==> src/rtl/uart8_txrx.sv <==
// uart8_txrx: 8N1 UART with independent receiver (16x oversampled) and transmitter on one baud generator.
// Define UART8_RX_MAJORITY_EN to take each received bit as a 2-of-3 majority of neighbouring ticks.
module uart8_txrx #(
  parameter int CLOCK_RATE         = 100000000,
  parameter int BAUD_RATE          = 9600,
  parameter int RX_OVERSAMPLE_RATE = 16
) (
  input  logic       clk,
  input  logic       rstN,
  input  logic       rxEn,
  input  logic       rx,
  output logic       rxBusy,
  output logic       rxDone,
  output logic       rxErr,
  output logic [7:0] out,
  input  logic       txEn,
  input  logic       txStart,
  input  logic [7:0] in,
  output logic       txBusy,
  output logic       txDone,
  output logic       tx
);

  localparam int RX_DIV = CLOCK_RATE / (BAUD_RATE * RX_OVERSAMPLE_RATE);
  localparam int TX_DIV = CLOCK_RATE / BAUD_RATE;
  localparam int RXW    = (RX_DIV > 1) ? $clog2(RX_DIV) : 1;
  localparam int TXW    = (TX_DIV > 1) ? $clog2(TX_DIV) : 1;
  localparam logic [RXW-1:0] RX_LAST = RXW'(RX_DIV - 1);
  localparam logic [TXW-1:0] TX_LAST = TXW'(TX_DIV - 1);

`ifdef UART8_RX_MAJORITY_EN
  // Majority needs one tick past the centre, so decisions slide one tick later.
  localparam logic [3:0] START_DECIDE = 4'd8;
  localparam logic [3:0] BIT_DECIDE   = 4'd0;
`else
  localparam logic [3:0] START_DECIDE = 4'd7;
  localparam logic [3:0] BIT_DECIDE   = 4'd15;
`endif
  localparam logic [3:0] DATA_ENTRY = BIT_DECIDE + 4'd1;

  typedef enum logic [1:0] {RX_IDLE, RX_START, RX_DATA, RX_STOP} RxState;
  typedef enum logic [2:0] {TX_IDLE, TX_WAIT, TX_START, TX_DATA, TX_STOP} TxState;

  logic [RXW-1:0] rxDivCnt;
  logic [TXW-1:0] txDivCnt;
  logic           rxTick;
  logic           txTick;
  logic [1:0]     rxSync;
  logic           rxS;
  logic           rxSample;

  RxState     rxState, rxStateNext;
  logic [3:0] rxCnt, rxCntNext;
  logic [2:0] rxBit, rxBitNext;
  logic [7:0] rxShift, rxShiftNext;
  logic [7:0] outNext;
  logic       rxErrNext, rxDoneNext;
  logic       rxArmed, rxArmedNext;

  TxState     txState, txStateNext;
  logic [2:0] txBit, txBitNext;
  logic [7:0] txData, txDataNext;
  logic       txLineNext, txDoneNext;

  always_ff @(posedge clk or negedge rstN) begin
    if (!rstN) begin
      rxDivCnt <= '0;
      txDivCnt <= '0;
      rxTick   <= 1'b0;
      txTick   <= 1'b0;
      rxSync   <= 2'b00;
    end else begin
      rxTick <= 1'b0;
      txTick <= 1'b0;
      if (rxDivCnt == RX_LAST) begin
        rxDivCnt <= '0;
        rxTick   <= 1'b1;
      end else begin
        rxDivCnt <= rxDivCnt + 1'b1;
      end
      if (txDivCnt == TX_LAST) begin
        txDivCnt <= '0;
        txTick   <= 1'b1;
      end else begin
        txDivCnt <= txDivCnt + 1'b1;
      end
      rxSync <= {rxSync[0], rx};
    end
  end

  assign rxS = rxSync[1];

`ifdef UART8_RX_MAJORITY_EN
  logic [1:0] rxWin;

  always_ff @(posedge clk or negedge rstN) begin
    if (!rstN) rxWin <= 2'b00;
    else if (rxTick) rxWin <= {rxWin[0], rxS};
  end

  assign rxSample = (rxWin[1] & rxWin[0]) | ((rxWin[1] | rxWin[0]) & rxS);
`else
  assign rxSample = rxS;
`endif

  always_ff @(posedge clk or negedge rstN) begin
    if (!rstN) begin
      rxState <= RX_IDLE;
      rxCnt   <= 4'd0;
      rxBit   <= 3'd0;
      rxShift <= 8'd0;
      out     <= 8'd0;
      rxErr   <= 1'b0;
      rxDone  <= 1'b0;
      rxArmed <= 1'b0;
    end else begin
      rxState <= rxStateNext;
      rxCnt   <= rxCntNext;
      rxBit   <= rxBitNext;
      rxShift <= rxShiftNext;
      out     <= outNext;
      rxErr   <= rxErrNext;
      rxDone  <= rxDoneNext;
      rxArmed <= rxArmedNext;
    end
  end

  // A start needs a high sample first (rxArmed), so X or a stuck-low line never starts a frame.
  always_comb begin
    rxStateNext = rxState;
    rxCntNext   = rxCnt;
    rxBitNext   = rxBit;
    rxShiftNext = rxShift;
    outNext     = out;
    rxErrNext   = rxErr;
    rxDoneNext  = 1'b0;
    rxArmedNext = rxArmed;
    if (!rxEn) begin
      rxStateNext = RX_IDLE;
      rxArmedNext = 1'b0;
    end else if (rxTick) begin
      case (rxState)
        RX_IDLE: begin
          if (rxS == 1'b1) begin
            rxArmedNext = 1'b1;
          end else if (rxArmed && rxS == 1'b0) begin
            rxStateNext = RX_START;
            rxCntNext   = 4'd0;
            rxErrNext   = 1'b0;
            rxArmedNext = 1'b0;
          end
        end
        RX_START: begin
          if (rxCnt == START_DECIDE) begin
            if (rxSample == 1'b0) begin
              rxStateNext = RX_DATA;
              rxCntNext   = DATA_ENTRY;
              rxBitNext   = 3'd0;
            end else begin
              rxStateNext = RX_IDLE;
            end
          end else begin
            rxCntNext = rxCnt + 4'd1;
          end
        end
        RX_DATA: begin
          rxCntNext = rxCnt + 4'd1;
          if (rxCnt == BIT_DECIDE) begin
            rxShiftNext = {rxSample, rxShift[7:1]};
            rxBitNext   = rxBit + 3'd1;
            if (rxBit == 3'd7) rxStateNext = RX_STOP;
          end
        end
        RX_STOP: begin
          rxCntNext = rxCnt + 4'd1;
          if (rxCnt == BIT_DECIDE) begin
            outNext     = rxShift;
            rxDoneNext  = 1'b1;
            rxErrNext   = ~rxSample;
            rxStateNext = RX_IDLE;
          end
        end
        default: rxStateNext = RX_IDLE;
      endcase
    end
  end

  assign rxBusy = (rxState != RX_IDLE);

  always_ff @(posedge clk or negedge rstN) begin
    if (!rstN) begin
      txState <= TX_IDLE;
      txBit   <= 3'd0;
      txData  <= 8'd0;
      tx      <= 1'b1;
      txDone  <= 1'b0;
    end else begin
      txState <= txStateNext;
      txBit   <= txBitNext;
      txData  <= txDataNext;
      tx      <= txLineNext;
      txDone  <= txDoneNext;
    end
  end

  // txData shifts right as bits go out; a held txStart at stop end chains straight into the next start bit.
  always_comb begin
    txStateNext = txState;
    txBitNext   = txBit;
    txDataNext  = txData;
    txLineNext  = tx;
    txDoneNext  = 1'b0;
    if (!txEn) begin
      txStateNext = TX_IDLE;
      txLineNext  = 1'b1;
    end else begin
      case (txState)
        TX_IDLE: begin
          txLineNext = 1'b1;
          if (txStart) begin
            txDataNext  = in;
            txStateNext = TX_WAIT;
          end
        end
        TX_WAIT: begin
          if (txTick) begin
            txLineNext  = 1'b0;
            txStateNext = TX_START;
          end
        end
        TX_START: begin
          if (txTick) begin
            txLineNext  = txData[0];
            txDataNext  = {1'b0, txData[7:1]};
            txBitNext   = 3'd0;
            txStateNext = TX_DATA;
          end
        end
        TX_DATA: begin
          if (txTick) begin
            if (txBit == 3'd7) begin
              txLineNext  = 1'b1;
              txStateNext = TX_STOP;
            end else begin
              txLineNext = txData[0];
              txDataNext = {1'b0, txData[7:1]};
              txBitNext  = txBit + 3'd1;
            end
          end
        end
        TX_STOP: begin
          if (txTick) begin
            txDoneNext = 1'b1;
            if (txStart) begin
              txDataNext  = in;
              txLineNext  = 1'b0;
              txStateNext = TX_START;
            end else begin
              txStateNext = TX_IDLE;
            end
          end
        end
        default: begin
          txStateNext = TX_IDLE;
          txLineNext  = 1'b1;
        end
      endcase
    end
  end

  assign txBusy = (txState != TX_IDLE);

endmodule

==> config.mk <==
export PLATFORM = sky130hd
export DESIGN_NAME = uart8_txrx
export DESIGN_NICKNAME = d
export VERILOG_FILES = /design/src/rtl/uart8_txrx.sv
export SDC_FILE = /design/constraint.sdc
export NUM_CORES = 1
export LEC_CHECK = 0
export CAP_MARGIN = 20
export CORE_ASPECT_RATIO = 0.9
export CORE_UTILIZATION = 60
export CTS_BUF_LIST = sky130_fd_sc_hd__clkbuf_8
export CTS_CLUSTER_SIZE = 40
export DETAILED_ROUTE_END_ITERATION = 10
export GPL_TIMING_DRIVEN = 0
export PLACE_DENSITY = 0.88
export SLEW_MARGIN = 20
export SYNTH_ARGS = -nofsm -noshare
export SYNTH_HDL_FRONTEND = slang
export SYNTH_SLANG_ARGS = --single-unit
==> constraint.sdc <==
create_clock -name clk -period 1.9 [get_ports clk]
set_input_delay 0.475 -clock clk [delete_from_list [all_inputs] [get_ports clk]]
set_output_delay 0.475 -clock clk [all_outputs]
set_load 0.005 [all_outputs]
==> metrics.txt, run 1 <==
pwr dens=751 nW/µm²; Cell Area, Synth=3360 µm²; Max-slew headroom=68.6%; CP max FO=2; diode count=0; TritonCTS buffer count=9; FF-to-FF End=rxShift[7]$_DFFE_PN0P_; nets@finish=352; Clk Latency, worst-skew pair=350 ps; R2R setup slack=110 ps; die area=5910 µm²; worst setup path start=txState[2]$_DFFE_PN0P_; Post-route DRC=0; initial antenna violation count=0; area leader, netlist=dfrtp_1; setup TNS=0 ps; Max rail drop VDD=0.580 mV; Clock Sink Count=72; asr flop ratio synth=100%; share of cells above drive strength 1=23.3%; vias per cell=5.78; Rows=25; Setup CP Type=reg -> out; fin area=4030 µm²; Worst Setup EP=txBusy; Ports=28; Syn Nets=309; slew of the pin with the lowest slew margin=471 ps; core area=5320 µm²; max-cap viol count=0; status=complete, no violations; Power, Total=3.03 mW; Final GP Congestion=0.834; Initial Utilization=63.2%; Syn Inst Count=287; Pleak=1.84 nW; Final Setup Violations=0; HPWL Detailed=3990 µm; Seq/Total Area, Yosys=53.6%; via count=2323; vias in the first global route=2228; hold_ws=77.4 ps; Port Buf Inserts=27; distinct cell type count after synthesis=46; Synth area leaders=dfrtp_1 53%, mux2_2 11%, ha_1 3.0%, xnor2_1 2.9%, nor2_1 2.3%; DP Cell Count=382; Fin. Hold Viols=0; critical path arrival=1340 ps; required time at the worst-slack endpoint=1420 ps; first-pass GRT wire length=10200 µm; Initial DRT Pass Iterations=4; CP max stage cell=dfrtp_1; Final WS setup=88.1 ps; critical-path cell list=clkbuf_8 > or3_1 > buf_2; RSZ-0062 raised after global routing=false; Tmin final=1810 ps; Tcrit/Tclk final=95.4%; main flop type after synthesis=dfrtp_1; final slew viol count=0; Final ANT Viol Nets=0; area share of the largest cell type after synthesis=52.8%; Worst Reg-to-Reg Cells=5; Fin Clk Skew=9.61 ps; fin util=75.8%; Die Wd=80.9 µm; register bit total from synthesis=72; Tot GR Track Use=23.4%; YS warnings=0; largest net degree at the start of global routing=38; reg2reg start=rxCnt[0]$_DFFE_PN0P_; average size of a mapped cell=11.7 µm²; average wire per standard cell=15.2 µm; worst min path class=in -> async; CP peak stage delay=380 ps; Post-synth EDFFs=0; Overflow after GRT=0; Placement Setup Slack=-303 ps; CTS max path bufs=2; Reg clk slew, reported paths=70 ps; crit end category=primary output; CTS root buf=clkbuf_8; Die Ht=73.0 µm; CP Launch Type=flop; CTS tree=built; final WL=6120 µm; Syn-to-layout area delta=19.8%; DR iter-0 viols=115; Placed Instance Area=3730 µm²; Highest Clock Rate=552 MHz; final cell count without fillers=402; H-tree depth=3
power breakdown:
| part | internal, mW | leakage, nW | switching, mW |
|---|---|---|---|
| clock network | 0.743 | 0.117 | 0.531 |
| registers | 1.58 | 0.940 | 0.0261 |
| logic | 0.0801 | 0.781 | 0.0644 |
| total | 2.41 | 1.84 | 0.622 |
cell type report:
cell class,instances,area [µm²]
repair buffers,33,322
clock inverters,3,38.8
inverters,12,45.0
well taps,67,83.8
clock buffers,13,179
flip-flops and latches,72,1800
fillers,338,1290
multi-input cells,194,1500
plain buffers,8,58.8
worst max-delay path: cells and delay by family (launching register included):
kind	cells	cell delay, ps
AND/OR/NAND/NOR	1	350
buffers and inverters	2	260
flip-flops	1	380
layer usage:
| layer | vias up | global-route usage (%) | part of all wire, % |
|---|---|---|---|
| li1 | 1099 | - | - |
| met1 | 1148 | 30.5 | 44 |
| met2 | 67 | 36.8 | 50 |
| met3 | 9 | 8.13 | 5.4 |
| met4 | 0 | 7.74 | 1.1 |
| met5 | - | 0 | 0 |
registers in the layout (all words and copies together), names as in the netlist:
register and count:
rxTick 1, out 8, rxState 2, txDivCnt 14, txTick 1, rxBit 3, tx 1, txBit 3
rxDone 1, rxShift 8, rxErr 1, rxCnt 4, txState 3, rxSync 2, txData 8, rxDivCnt 10
txDone 1, rxArmed 1
cell families after synthesis:
group / count (synthesis) / synth area share [%]
XOR/XNOR: 17 / 4.43
adder cells (fa/ha/maj): 8 / 2.98
multiplexers: 39 / 12.9
AND/OR/NAND/NOR: 100 / 17.0
AO/OA/AOI/OAI: 30 / 6.40
buffers and inverters: 21 / 2.75
flip-flops: 72 / 53.6
placed cells by master, fill, tap and decap left out, drive strengths merged, types with 2 or more instances in the layout:
cell           instances
clkdlybuf4s50         23
clkbuf                15
a21oi                  5
nor2                  21
o41ai                  2
ha                     8
nand2b                 2
or3                    3
nor2b                  7
a22o                   3
and2                   3
mux2i                  5
inv                   13
nor3b                  4
and3                   3
xnor2                 11
nor3                   3
nand3                 15
dfrtp                 71
o21ai                 10
xor2                   6
nand3b                 4
nor4b                  2
nor4                   3
and4                   4
buf                   14
nand2                 21
o32ai                  2
nand4                  4
mux2                  34
cells in the mapped netlist, types with 3 or more instances:
library cell and number:
a21oi_1 4, a22o_1 3, and2_1 3, and3_1 3, and4_1 4, buf_2 5, dfrtp_1 71, ha_1 8
inv_1 12, mux2_2 34, mux2i_1 5, nand2_1 20, nand3_1 15, nand3b_1 4, nand4_1 4, nor2_1 21
nor2b_1 7, nor3b_1 3, o21ai_0 10, xnor2_1 11, xor2_1 6
worst min-delay path by stage:
stage                                 to  depth (start not counted)  slack, ps
floorplan             out[0]$_DFFE_PN0P_                          0        180
global placement     rxSync[1]$_DFF_PN0_                          0        360
detailed placement   rxSync[1]$_DFF_PN0_                          0        360
CTS                 rxCnt[1]$_DFFE_PN0P_                          1         90
global route        rxCnt[1]$_DFFE_PN0P_                          1        100
finish              rxCnt[1]$_DFFE_PN0P_                          1         80
repair_timing:
item | 4_1_cts | 5_1_grt
pin swaps | 1 | 1
buffers inserted | 5 | 0
hold buffers | 0 | 0
resized for setup | 13 | 5
setup endpoints to repair | 2 | 16
Power figures use the tool's default switching activity.
==> run 2, diff against run 1 <==
- PLACE_DENSITY: 0.88 -> 0.91
==> metrics.txt, run 2 (same netlist as run 1, synthesis figures left out) <==
Tot GR Track Use=27.3%; required time at the worst-slack endpoint=2120 ps; met3 wire length=414 µm; fin area=4040 µm²; Initial Utilization=63.2%; HPWL Detailed=4420 µm; Syn-to-layout area delta=20.1%; Met1 Wirelength=3000 µm; Layout fillers=289; Largest Register=txDivCnt; Final GP Congestion=0.828; Die Ht=73.0 µm; Regs by FF count=txDivCnt: 14 flops, rxDivCnt: 10 flops; CP max stage cell=dfrtp_1; status=complete, no violations; CTS max path bufs=2; Post-CTS Hold Fix Bufs=0; via count=2498; max reg flops=14; Pleak=1.83 nW; Highest Clock Rate=536 MHz; max-cap viol count=0; share of cells above drive strength 1=23.6%; pwr dens=735 nW/µm²; Final WS setup=34.2 ps; core area=5320 µm²; average wire per standard cell=18.6 µm; flip-flop and latch area=1810 µm²; worst min path class=in -> async; H-tree depth=3; Max rail drop VDD=0.570 mV; critical path arrival=2090 ps; slew of the pin with the lowest slew margin=507 ps; final cell count without fillers=402; Placement Setup Slack=-302 ps; vias per cell=6.21; CP max FO=10; Tmin final=1870 ps; CP Launch Type=flop; Max-slew headroom=65.9%; most frequent cells in the layout=68 x dfrtp_1, 34 x mux2_2, 23 x clkdlybuf4s50_1; WP buf/inv=1; nets@finish=352; Final ANT Viol Nets=0; DR iter-0 viols=198; fin util=76.0%; Fin. Hold Viols=0; Final Setup Violations=0; met2 wire length=3720 µm; crit end category=flop; CP delay by family, top=simple AND/OR/NAND/NOR gates; Rows=25; Ports=28; CTS root buf=clkbuf_8; setup TNS=0 ps; Reg clk slew, reported paths=70 ps; TritonCTS buffer count=9; largest net degree at the start of global routing=49; DP Cell Count=382; initial antenna violation count=0; Clk Latency, worst-skew pair=350 ps; footprint of the multi-input gates=1510 µm²; Placed Instance Area=3740 µm²; Clock Sink Count=72; Initial DRT Pass Iterations=6; top sig layer=met4; Die Wd=80.9 µm; Power, Total=2.97 mW; Tcrit/Tclk final=98.2%; final WL=7470 µm; critical-path cell list=ha_1 > nand2_1 > nor4_4 > buf_4 > mux2_2; Fin Clk Skew=10.9 ps; CP peak stage delay=390 ps; first-pass GRT wire length=11800 µm; Post-route DRC=0; diode count=0; Setup CP Type=reg -> reg; final slew viol count=0; Overflow after GRT=0; hold_ws=26.4 ps; vias in the first global route=2520; Port Buf Inserts=27; CTS tree=built; most common cell after layout, fill and taps aside=dfrtp_1; die area=5910 µm²
[run 2: area by class of cell]
type	count	share of cell area (%)
Tap cell	67	2.08
Multi-Input combinational cell	194	37.3
Sequential cell	72	44.7
Inverter	12	1.12
Timing Repair Buffer	34	8.46
Clock buffer	14	4.77
Buffer	7	1.27
Clock inverter	2	0.279
[run 2: report_power, final]
group	total [mW]	switching, mW	internal (mW)	leakage [nW]
logic	0.157	0.0707	0.0867	0.787
clock network	1.20	0.551	0.649	0.106
registers	1.61	0.0278	1.58	0.937
[run 2: worst paths after layout]
check                                         end  depth (start not counted)  slack (ps)            startpoint
max                        rxShift[6]$_DFFE_PN0P_                          5          30  rxCnt[0]$_DFFE_PN0P_
min                          rxCnt[2]$_DFFE_PN0P_                          1          30                  rstN
max reg2reg                rxShift[6]$_DFFE_PN0P_                          5          30  rxCnt[0]$_DFFE_PN0P_
min reg2reg                   rxSync[1]$_DFF_PN0_                          0         370   rxSync[0]$_DFF_PN0_
max in group asynchronous          tx$_DFFE_PN1P_                          2        1290                  rstN
min in group clk              rxSync[1]$_DFF_PN0_                          0         370   rxSync[0]$_DFF_PN0_
[run 2: metal layers]
metal | GRT usage, % | vias up
met5 | 0 | -
met4 | 16.5 | 0
met3 | 8.13 | 39
met2 | 44.0 | 132
met1 | 32.1 | 1226
li1 | - | 1101
[run 2: what timing repair did]
item                                    4_1_cts  5_1_grt
setup buffers                                 5        1
gates cloned                                  0        0
endpoints found under the setup margin        2       18
resized for setup                            12        6
pin swaps                                     1        1
[run 2: worst register-to-register path, delay by kind of cell (launching register included)]
| kind | cells | cell delay [ps] |
|---|---|---|
| buf+inv | 1 | 250 |
| fa+ha+maj | 1 | 260 |
| mux | 1 | 380 |
| simple gates | 2 | 470 |
| flops | 1 | 390 |
==> run 3, diff against run 2 <==
- CORE_MARGIN: not set -> 5
==> metrics.txt, run 3 (same netlist as run 1, synthesis figures left out) <==
initial antenna violation count=0; min-delay src=rxSync[0]$_DFF_PN0_; DP Cell Count=382; Highest Clock Rate=541 MHz; most frequent cells in the layout=69 x dfrtp_1, 34 x mux2_2, 23 x clkdlybuf4s50_1; diode count=0; Initial DRT Pass Iterations=4; vias in the first global route=2332; DR iter-0 viols=119; Clk Latency, worst-skew pair=350 ps; TritonCTS buffer count=9; critical path arrival=1370 ps; most common cell after layout, fill and taps aside=dfrtp_1; Reg clk slew, reported paths=80 ps; WP buf/inv=1; first-pass GRT wire length=11200 µm; final slew viol count=0; Max rail drop VDD=0.701 mV; max reg flops=14; Overflow after GRT=0; HPWL Detailed=4170 µm; Placement Setup Slack=-310 ps; pwr dens=762 nW/µm²; Final ANT Viol Nets=0; CP Launch Type=flop; Initial Utilization=62.9%; Final GP Congestion=0.810; CP max stage cell=dfstp_2; CP max FO=2; largest net degree at the start of global routing=60; hold_ws=360 ps; Clock Sink Count=72; Switch Pwr=669 µW; Largest Register=txDivCnt; fin area=4070 µm²; Fin. Hold Viols=0; Seq pwr share=51.8%; Final WS setup=50.6 ps; CTS root buf=clkbuf_8; share of cells above drive strength 1=24.6%; CTS tree=built; slew of the pin with the lowest slew margin=429 ps; RSZ-0062 raised after global routing=false; Die Wd=88.9 µm; Setup CP Type=reg -> out; core area=5350 µm²; Placed Instance Area=3740 µm²; critical-path cell list=clkdlybuf4s50_1; H-tree depth=3; Regs by FF count=txDivCnt: 14 flops, rxDivCnt: 10 flops; CP peak stage delay=540 ps; nets@finish=355; worst min path class=reg -> reg; Port Buf Inserts=27; Die Ht=81.0 µm; CTS max path bufs=2; Tcrit/Tclk final=97.3%; Power, Total=3.10 mW; Worst Reg-to-Reg Cells=5; Post-route DRC=0; Rows=25; reg2reg start=rxCnt[3]$_DFFE_PN0P_; max-cap viol count=0; via count=2371; switching share of power=21.6%; final WL=6710 µm; Max-slew headroom=71.2%; status=complete, no violations; Comb power frac=4.9%; Tot GR Track Use=20.4%; die area=7200 µm²; Int Pwr=2.43 mW; Fin Clk Skew=7.12 ps; required time at the worst-slack endpoint=1420 ps; WHS Path Cells=0; average wire per standard cell=16.6 µm; Tmin final=1850 ps; Final Setup Violations=0; vias per cell=5.85; crit end category=primary output; Pleak=1.88 nW; final cell count without fillers=405; Ports=28; R2R setup slack=100 ps; Hold EP=rxSync[1]$_DFF_PN0_; FF-to-FF End=rxShift[1]$_DFFE_PN0P_; Clock power frac=43.3%; CP delay by family, top=flip-flops; Syn-to-layout area delta=21.1%
[run 3: repair_timing]
action / CTS / global route
endpoints found under the setup margin: 2 / 25
hold buffers: 1 / 0
setup buffers: 5 / 2
gates resized for setup: 13 / 8
pin swaps: 1 / 2
hold endpoints to repair: 13 / 0
[run 3: area by class of cell]
cell class | instances | area (µm²)
well taps | 67 | 83.8
fillers | 333 | 1280
plain buffers | 8 | 58.8
multi-input cells | 194 | 1500
flip-flops and latches | 72 | 1810
clock buffers | 10 | 138
repair buffers | 36 | 354
inverters | 12 | 45.0
clock inverters | 6 | 82.6
[run 3: through the flow]
| step | utilization [%] | TNS, ps |
|---|---|---|
| floorplan | - | 0 |
| global placement | 69.5 | -146840 |
| detailed placement | 70.0 | -7200 |
| CTS | 75.2 | 0 |
| global route | 76.1 | 0 |
| finish | 76.1 | 0 |
[run 3: worst max path at each step]
| stage | startpoint | to | slack, ps | cells after the start |
|---|---|---|---|---|
| global route | rxCnt[3]$_DFFE_PN0P_ | rxShift[1]$_DFFE_PN0P_ | 3 | 5 |
| finish | tx$_DFFE_PN1P_ | tx | 50 | 1 |
| global placement | rstN | txDone$_DFF_PN0_ | -1970 | 1 |
| CTS | tx$_DFFE_PN1P_ | tx | 10 | 1 |
| floorplan | txBit[0]$_DFFE_PN0P_ | txBit[0]$_DFFE_PN0P_ | 220 | 5 |
| detailed placement | txStart | txData[5]$_DFFE_PN0P_ | -310 | 5 |
[run 3: power by group through the flow]
stage	combinational [mW]	sequential, mW	clock [mW]
5_1_grt	0.168	1.61	1.44
3_3_place_gp	0.138	1.63	0
3_5_place_dp	0.154	1.64	0
6_report	0.152	1.61	1.34
2_1_floorplan	0.0719	1.63	0
4_1_cts	0.154	1.61	1.36
[run 3: metal layers]
layer  up-vias  global-route usage (%)  share of wire (%)
li1       1108                       -                  -
met1      1196                    25.6                 42
met2        52                    33.5                 51
met3        15                    5.38                4.0
met4         0                    8.61                2.3
met5         -                       0                  0
